### src/rtl/spike_feeder.sv
// spike_feeder: host-fed spike-vector FIFO that drives the network's
// start / sample_ready / sample / ready handshake and reports run completion.
module spike_feeder #(
    parameter int N_INPUTS = 4,
    parameter int DEPTH    = 8,
    parameter int CNT_W    = 16
) (
    input  logic                clk,
    input  logic                rst_n,
    input  logic                enable,
    input  logic                wr_valid,
    input  logic [N_INPUTS-1:0] wr_data,
    output logic                wr_ready,
    input  logic                ready,
    input  logic                sample,
    output logic                start,
    output logic                sample_ready,
    output logic [N_INPUTS-1:0] in_spikes,
    output logic                busy,
    output logic                done,
    output logic [CNT_W-1:0]    fed_count
);

    localparam int AW = $clog2(DEPTH);

    typedef enum logic [1:0] {S_IDLE, S_RUN, S_DRAIN} state_t;

    logic [N_INPUTS-1:0] mem_q [DEPTH];
    logic [AW-1:0]       wr_ptr_q, wr_ptr_d, rd_ptr_q, rd_ptr_d;
    logic [AW:0]         cnt_q, cnt_d;
    state_t              state_q, state_d;
    logic                sample_q, ready_q;
    logic                start_q, done_q, done_d, sr_q;
    logic [N_INPUTS-1:0] spk_q, spk_d, head_d;
    logic [CNT_W-1:0]    fed_q, fed_d;
    logic                full, empty, push, pop, samp_edge, ready_rise, clr_fed;

    assign full       = (cnt_q == (AW+1)'(DEPTH));
    assign empty      = (cnt_q == '0);
    assign push       = wr_valid & ~full;
    assign samp_edge  = sample & ~sample_q;
    assign ready_rise = ready & ~ready_q;
    assign pop        = samp_edge & ~empty & (state_q == S_RUN);

    assign wr_ready     = ~full;
    assign start        = start_q;
    assign busy         = (state_q != S_IDLE);
    assign done         = done_q;
    assign sample_ready = sr_q;
    assign in_spikes    = spk_q;
    assign fed_count    = fed_q;

    // FIFO bookkeeping and the post-update head vector. A write landing on the
    // slot that becomes the head is not in mem_q yet, so it is bypassed.
    always_comb begin
        wr_ptr_d = wr_ptr_q + AW'(push);
        rd_ptr_d = rd_ptr_q + AW'(pop);
        cnt_d    = cnt_q + (AW+1)'(push) - (AW+1)'(pop);
        head_d   = (push && (wr_ptr_q == rd_ptr_d)) ? wr_data : mem_q[rd_ptr_d];
        spk_d    = (cnt_d == '0) ? '0 : head_d;
    end

    // Run FSM: launch from IDLE, feed in RUN, wait for the network's final
    // ready rising edge in DRAIN; a new write during DRAIN resumes feeding.
    always_comb begin
        state_d = state_q;
        done_d  = 1'b0;
        clr_fed = 1'b0;
        case (state_q)
            S_IDLE: begin
                if (enable && ready && !empty) begin
                    state_d = S_RUN;
                    clr_fed = 1'b1;
                end
            end
            S_RUN: begin
                if (pop && !push && cnt_q == (AW+1)'(1)) state_d = S_DRAIN;
            end
            S_DRAIN: begin
                if (push) begin
                    state_d = S_RUN;
                end else if (ready_rise) begin
                    state_d = S_IDLE;
                    done_d  = 1'b1;
                end
            end
            default: state_d = S_IDLE;
        endcase
    end

    // Consumed-vector counter: cleared at launch, saturating increment per pop.
    always_comb begin
        fed_d = fed_q;
        if (clr_fed)                fed_d = '0;
        else if (pop && !(&fed_q))  fed_d = fed_q + 1'b1;
    end

    // FIFO storage; stale entries are unreachable once the pointers reset.
    always_ff @(posedge clk) begin
        if (push) mem_q[wr_ptr_q] <= wr_data;
    end

    // Control state, edge detectors and registered outputs.
    always_ff @(posedge clk or negedge rst_n) begin
        if (!rst_n) begin
            wr_ptr_q <= '0;
            rd_ptr_q <= '0;
            cnt_q    <= '0;
            state_q  <= S_IDLE;
            sample_q <= 1'b0;
            ready_q  <= 1'b0;
            start_q  <= 1'b0;
            done_q   <= 1'b0;
            sr_q     <= 1'b0;
            spk_q    <= '0;
            fed_q    <= '0;
        end else begin
            wr_ptr_q <= wr_ptr_d;
            rd_ptr_q <= rd_ptr_d;
            cnt_q    <= cnt_d;
            state_q  <= state_d;
            sample_q <= sample;
            ready_q  <= ready;
            start_q  <= (state_d != S_IDLE);
            done_q   <= done_d;
            sr_q     <= (cnt_d != '0);
            spk_q    <= spk_d;
            fed_q    <= fed_d;
        end
    end

endmodule

### config.mk
export PLATFORM = sky130hd
export DESIGN_NAME = spike_feeder
export DESIGN_NICKNAME = d
export VERILOG_FILES = /design/src/rtl/spike_feeder.sv
export SDC_FILE = /design/constraint.sdc
export NUM_CORES = 1
export LEC_CHECK = 0
export BUFFER_PORTS_ARGS = -buffer_cell sky130_fd_sc_hd__buf_2
export CELL_PAD_IN_SITES_DETAIL_PLACEMENT = 0
export CELL_PAD_IN_SITES_GLOBAL_PLACEMENT = 1
export CORE_ASPECT_RATIO = 1.1
export CORE_MARGIN = 4
export CORE_UTILIZATION = 30
export CTS_CLUSTER_SIZE = 28
export DETAILED_ROUTE_END_ITERATION = 7
export PLACE_DENSITY_LB_ADDON = 0.1
export SLEW_MARGIN = 20
export SYNTH_ARGS = -nofsm -noshare
export SYNTH_HDL_FRONTEND = slang
export SYNTH_SLANG_ARGS = --single-unit
### constraint.sdc
create_clock -name clk -period 2.9 [get_ports clk]
set_input_delay 0.87 -clock clk [delete_from_list [all_inputs] [get_ports clk]]
set_output_delay 0.87 -clock clk [all_outputs]
set_load 0.01 [all_outputs]
# Yosys cells after proc, flatten, opt, wreduce, memory -nomap -nowiden
# Memories as Yosys holds them, arrays and structs flattened.
# Index checks and enable logic that the tools add are counted.
classes:
  n_mux: 16
  reduce_logical: 17
  bitwise_logic: 9
  add_sub_neg: 5
  eq_ne: 5
op_table:
  columns: ["cell", "count"]
  rows:
  - ["16-bit two-way mux", 2]
  - ["16-bit by 1-bit adder with 16-bit output, second input constant", 1]
  - ["16-bit AND reduction", 1]
  - ["4-bit zero test", 2]
  - ["2-bit two-way mux", 4]
  - ["4-bit two-way mux", 2]
  - ["1-bit two-way mux", 7]
  - ["3-bit by 1-bit adder with 3-bit output", 2]
  - ["1-bit logical AND", 6]
  - ["2-bit one-hot mux with 3 select lines", 1]
  - ["2-bit nonzero test", 3]
  - ["1-bit bitwise AND", 5]
  - ["4-bit by 1-bit adder with 4-bit output", 1]
  - ["4-bit by 1-bit equality test with 1-bit output, second input constant", 1]
  - ["4-bit equality test, second input constant", 1]
  - ["1-bit inverter", 4]
  - ["4-bit nonzero test", 1]
  - ["4-bit by 1-bit subtractor with 4-bit output", 1]
  - ["3-bit equality test", 1]
  - ["1-bit zero test", 3]
  - ["2-bit by 1-bit equality test with 1-bit output, second input constant", 1]
  - ["2-bit equality test, second input constant", 1]
  - ["2-bit zero test", 1]
totals:
  regBits: 37
  memories: 1
  mem_bits_rw: 32
  in_bits: 10
memory_table:
  columns: ["memory", "depth", "width", "rd", "rd_clocked_by_memory_dff", "write_ports", "line_no", "source"]
  rows:
  - ["mem_q", 8, 4, 1, 0, 1, "28", "logic [N_INPUTS-1:0] mem_q [DEPTH];"]

# Depth between registers and ports, before layout
depth:
  depth_word: 9
  mapped_depth: 14
  ltp_nobuf: 14

# Worst setup path after synthesis
# Ideal clock, no wire load.
synth_timing:
  path_kind: "input port to flip-flop"
  startpoint: "in wr_valid"
  endpoint: "reg spk_q[1] (netlist: in_spikes[1])"
  n_path_buf: 0
  setup_slack_ns: -0.342
  required_time_ns: 2.775
  stages: 11
  t_arrival_ns: 3.117
  cell_sequence: "nand2_1 clkinv_1 xor2_1 ha_1 inv_1 fa_1 nand3b_1 a2111oi_1 nor2_1 nand2_1 a2bb2o_1"
synth_between:
  elab_chain_cells: 5
synth_rtl:
  columns: ["item", "line_no", "source"]
  rows:
  - ["from (decl)", "11", "input logic wr_valid,"]
  - ["1-bit bitwise AND (*)", "40", "assign push = wr_valid & ~full;"]
  - ["4-bit by 1-bit adder with 4-bit output", "58", "cnt_d = cnt_q + (AW+1)'(push) - (AW+1)'(pop);"]
  - ["4-bit by 1-bit subtractor with 4-bit output", "58", null]
  - ["4-bit zero test", "60", "spk_d = (cnt_d == '0) ? '0 : head_d;"]
  - ["4-bit two-way mux (*)", "60", null]
  - ["via spk_d[1]", "34", "logic [N_INPUTS-1:0] spk_q, spk_d, head_d;"]
  - ["to (signal assigned)", "127", "spk_q <= spk_d;"]
  - ["to (decl)", "34", null]
# The timed path passes the listed nets; every way through them passes the cells marked *.
# A chain may end at the register's enable or synchronous reset.

# Worst setup path after layout
layout_timing:
  startpoint: "in sample"
  endpoint: "reg spk_q[1] (netlist: in_spikes[1])"
layout_between:
  elab_chain_cells: 8
layout_rtl:
  columns: ["item", "line_no", "source"]
  rows:
  - ["from (decl)", "15", "input logic sample,"]
  - ["1-bit bitwise AND (*)", "41", "assign samp_edge = sample & ~sample_q;"]
  - ["1-bit bitwise AND (*) (2 in a row)", "43", "assign pop = samp_edge & ~empty & (state_q == S_RUN);"]
  - ["branches (longest 4 deep; another with memory 8 x 4 bit)", null, null]
  - ["4-bit two-way mux (*)", "60", null]
  - ["via spk_d[1]", "34", null]
# Mark *: on every way through the listed nets, which the timed path passes.

==> implementation parameters <==
Parameter                              Value

Run status
  Result of the run ... complete, no violations

Logic synthesis
  Number of synthesized register bits ... 69
  Fraction of the mapped netlist area in adder cells ... 4.567%
  Most common library cells after synthesis ... dfrtp_1, nand2_1, edfxtp_1
  Synthesized netlist cell count ... 271
  Xor and xnor area share after synthesis ... 4.134%
  Number of synthesis warnings ... 0
  Ys async rst share ... 53.62%
  Cell type with the highest aggregate area in the netlist ... edfxtp_1
  Synthesized net count ... 292
  Mean post-synth cell area ... 11.73 µm²
  Top-count cell post-synth ... dfrtp_1
  Sequential-to-total area share from yosys stat ... 59.37%
  Compound-gate portion of the synthesized area ... 6.732%
  Fraction of synthesized cell area taken by the top area cell type ... 30.24%
  Simple-gate portion of the synthesized area ... 21.34%
  Post-synthesis instance area ... 3178 µm²
  Count of different cell masters after synthesis ... 47
  Number of flops mapped to enable cells by yosys ... 32
  Primary flip-flop cell chosen by synthesis mapping ... dfrtp_1
  Largest family of logic cells by synthesized area ... simple AND/OR/NAND/NOR gates
  Synth top area cells ... edfxtp_1, dfrtp_1, nand2_1, ha_1, nand3_1
  Multiplexer fraction of the synthesized cell area ... 1.732%

Detailed routing
  Routed len/inst ... 15.01 µm
  Drc violations ... 0
  Vias after detailed routing ... 2248
  Post-route antenna net violation count ... 0
  Drt first pass iters ... 4
  Violation count after the first detailed-route iteration ... 56
  Detailed-route wire length ... 7162 µm
  Number of vias per cell after detailed routing ... 4.713

STA
  Setup ws final ... 0.09965 ns
  Max Clock Freq ... 357.1 MHz
  Final number of hold-violating endpoints ... 0
  Final Max Slew Viols ... 0
  Actual slew at the worst max-slew pin ... 0.8740 ns
  Clock Skew ... 0.006731 ns
  Slew margin rel. ... 41.73%
  Final setup violation count ... 0
  Clock period minus worst slack ... 2.800 ns
  Setup repair after global routing missed its margin ... yes
  Fin crit share ... 96.56%

Worst setup path
  Category of the critical setup timing path ... in2reg
  Type of element capturing the critical path ... flop
  Crit path DAT ... 3.02 ns
  Critical R2R Launch ... cnt_q[3]$_DFF_PN0_
  Critical-path cell with the highest stage delay ... fa_2
  Critical path startpoint category ... input port
  Capture point of the worst reg-to-reg path ... in_spikes[1]$_DFF_PN0_
  Worst-path maximum fanout ... 3
  Number of buffers and inverters on the critical path ... 2
  Depth of the most critical reg-to-reg path ... 13
  Required time of the worst setup path ... 3.12 ns
  CP delay by family, top ... adder cells
  Setup slack on the worst flop-to-flop path ... 0.12 ns
  Ordered list of cells on the worst path ... buf_4 > nand4bb_4 > nor2_4 > xor2_1 > ha_2 > inv_2 > fa_2 > nand3b_1 > a2111oi_4 > nor2_1 > nand2_1 > a2bb2o_4
  Maximum cell stage delay along the critical path ... 0.55 ns

Floorplan
  Floorplan core area ... 10390 µm²
  Placement Rows ... 39
  Area enclosed by the die boundary ... 12310 µm²
  Height of the die ... 115.9 µm
  IO Pins ... 35
  Initial Util ... 30.58%
  Die span in x ... 106.1 µm

Power
  Fraction of power spent switching nets ... 33.65%
  Relative contribution of sequential cells to total power ... 32.1%
  Clock network power share ... 28.7%
  Internal power consumption ... 2951 µW
  Combinational Power Share ... 39.2%
  Max VDD drop ... 0.0003801 V
  Static Leak ... 0.001701 µW
  Switching Power ... 1497 µW
  Power density over the cells ... 1075 nW/µm²

Layout
  Layout fillers ... 991
  Final cell count without fillers ... 477
  Final core utilization ... 39.80%
  Post-layout nets ... 350
  Ant. Diodes ... 0
  Proportion of layout cells with a drive suffix above 1 ... 29.34%
  Layout-stage area growth over the synthesis result ... 30.16%

Clock network
  Cts hold-fix bufs ... 0
  Later-pin clock latency in the skew report ... 0.33 ns
  Clock tree root driver cell ... clkbuf_16
  Clock tree from TritonCTS ... yes
  H-tree Lvls ... 3
  Number of sinks handled by clock tree synthesis ... 69
  Buffer depth of the longest clock path ... 2
  Clk pin slew, worst setup/hold paths ... 0.06 ns
  Total CTS buffers ... 9

GRT
  All-Layer GR Usage ... 12.59%
  Overflow left after global routing ... 0
  Pin count of the biggest net entering global routing ... 38
  Vias in the first global route ... 2310
  Global-route wire length before repair ... 11840 µm
  Number of antenna violations at the first check in global routing ... 0

Worst hold path
  WHS Endpoint ... done$_DFF_PN0_
  Launch instance of the worst min-delay path ... ready_q$_DFF_PN0_
  Hold path cells ... 2
  HP Class ... reg2reg

Place
  HPWL after DPL ... 5274 µm
  Setup WS pre-CTS ... -0.2746 ns
  Placer Congestion ... 0.7626
  Number of instances in the placed design ... 459
  Quantity of I/O buffers inserted on ports ... 34

Flow run
  Number of violations of the max-capacitance limit ... 0
## cells in the final DEF (no fill, tap or decap), drive strengths merged, types with 2 or more instances in the layout
cell type	n
nor3b	2
and3	2
and4	3
o2111ai	2
xor2	7
nor2	17
nor2b	4
dfrtp	37
a211oi	3
edfxtp	32
a2111oi	2
mux4	2
o21ai	9
inv	10
nand4	14
nand3	19
nor4	2
clkbuf	12
a21oi	8
nand2b	5
o2bb2ai	2
nor3	10
or3	4
buf	55
nand2	36
ha	10
xnor2	8
bufinv	3
## flip-flops by register name (all words and copies together) (netlist names)
signal and count:
rd_ptr_q 3, cnt_q 4, mem_q 32, ready_q 1, fed_count 16, sample_ready 1
start 1, done 1, state_q 2, wr_ptr_q 3, sample_q 1, in_spikes 4
## power groups by stage
| stage | combinational (µW) | sequential (µW) | clock (µW) |
|---|---|---|---|
| floorplan | 1020 | 1440 | 0 |
| global placement | 1600 | 1450 | 0 |
| detailed placement | 1610 | 1440 | 0 |
| CTS | 1610 | 1430 | 1310 |
| global route | 1950 | 1460 | 1350 |
| finish | 1740 | 1430 | 1280 |
## worst max path at each step
stage | start | end | slack (ns) | depth (start not counted)
after floorplan | sample | in_spikes[1]$_DFF_PN0_ | -0.13 | 11
after global placement | sample | in_spikes[1]$_DFF_PN0_ | -0.21 | 12
after detailed placement | sample | in_spikes[1]$_DFF_PN0_ | -0.27 | 12
after CTS | cnt_q[2]$_DFF_PN0_ | in_spikes[1]$_DFF_PN0_ | 0.03 | 13
after global routing | cnt_q[2]$_DFF_PN0_ | in_spikes[1]$_DFF_PN0_ | -0.09 | 15
final | sample | in_spikes[1]$_DFF_PN0_ | 0.1 | 12
## worst reg2reg max path: stages (launching register included)
cell       delay (ns)
dfrtp_1          0.37
inv_1            0.09
ha_4             0.14
nor3b_4          0.24
nor2_4           0.05
xor2_1           0.16
ha_2             0.21
inv_2            0.04
fa_2             0.55
nand3b_1         0.12
a2111oi_4        0.25
nor2_1           0.12
nand2_1          0.13
a2bb2o_4         0.22
## layer usage
metal / wire length, µm / part of all wire, % / vias up / global-route usage [%]
li1: - / - / 1109 / -
met1: 3138 / 44 / 1099 / 14.84
met2: 3680 / 51 / 33 / 21.97
met3: 242 / 3.4 / 7 / 2.730
met4: 101 / 1.4 / 0 / 5.959
met5: 0 / 0 / - / 0
## per-stage QoR
| step | area (µm²) | total power (µW) | setup TNS, ns | hold WS, ns |
|---|---|---|---|---|
| 6_report | 4136 | 4448 | 0 | 0.5405 |
| 2_1_floorplan | 3217 | 2454 | -0.1311 | 0.4751 |
| 3_3_place_gp | 3691 | 3049 | -0.7388 | 0.5401 |
| 4_1_cts | 4041 | 4353 | 0 | 0.5459 |
| 3_5_place_dp | 3691 | 3053 | -1.040 | 0.5362 |
| 5_1_grt | 4136 | 4760 | -0.2100 | 0.5664 |
## timing repair
item	4_1_cts	5_1_grt
gates resized for setup	0	17
endpoints found under the setup margin	0	4
endpoints found under the hold margin	0	0
setup buffers	0	2
## cell families (layout without fill, tap and decap cells)
family,Yosys count,in the layout
multiplexers,3,3
adder cells (fa/ha/maj),11,11
XOR/XNOR,15,15
flip-flops,69,69
buffers and inverters,18,81
AO/OA/AOI/OAI,32,32
AND/OR/NAND/NOR,123,123
## layout make-up
cell class              count  area, µm²  share of cell area (%)
well taps                 143      178.9                   4.325
multi-input cells         184       1330                   32.15
inverters                  10      40.04                  0.9679
clock inverters             4      93.84                   2.269
clock buffers              12      256.5                   6.201
flip-flops and latches     69       1887                   45.61
repair buffers             55      350.3                   8.469
(Power assumes the default switching activity.)
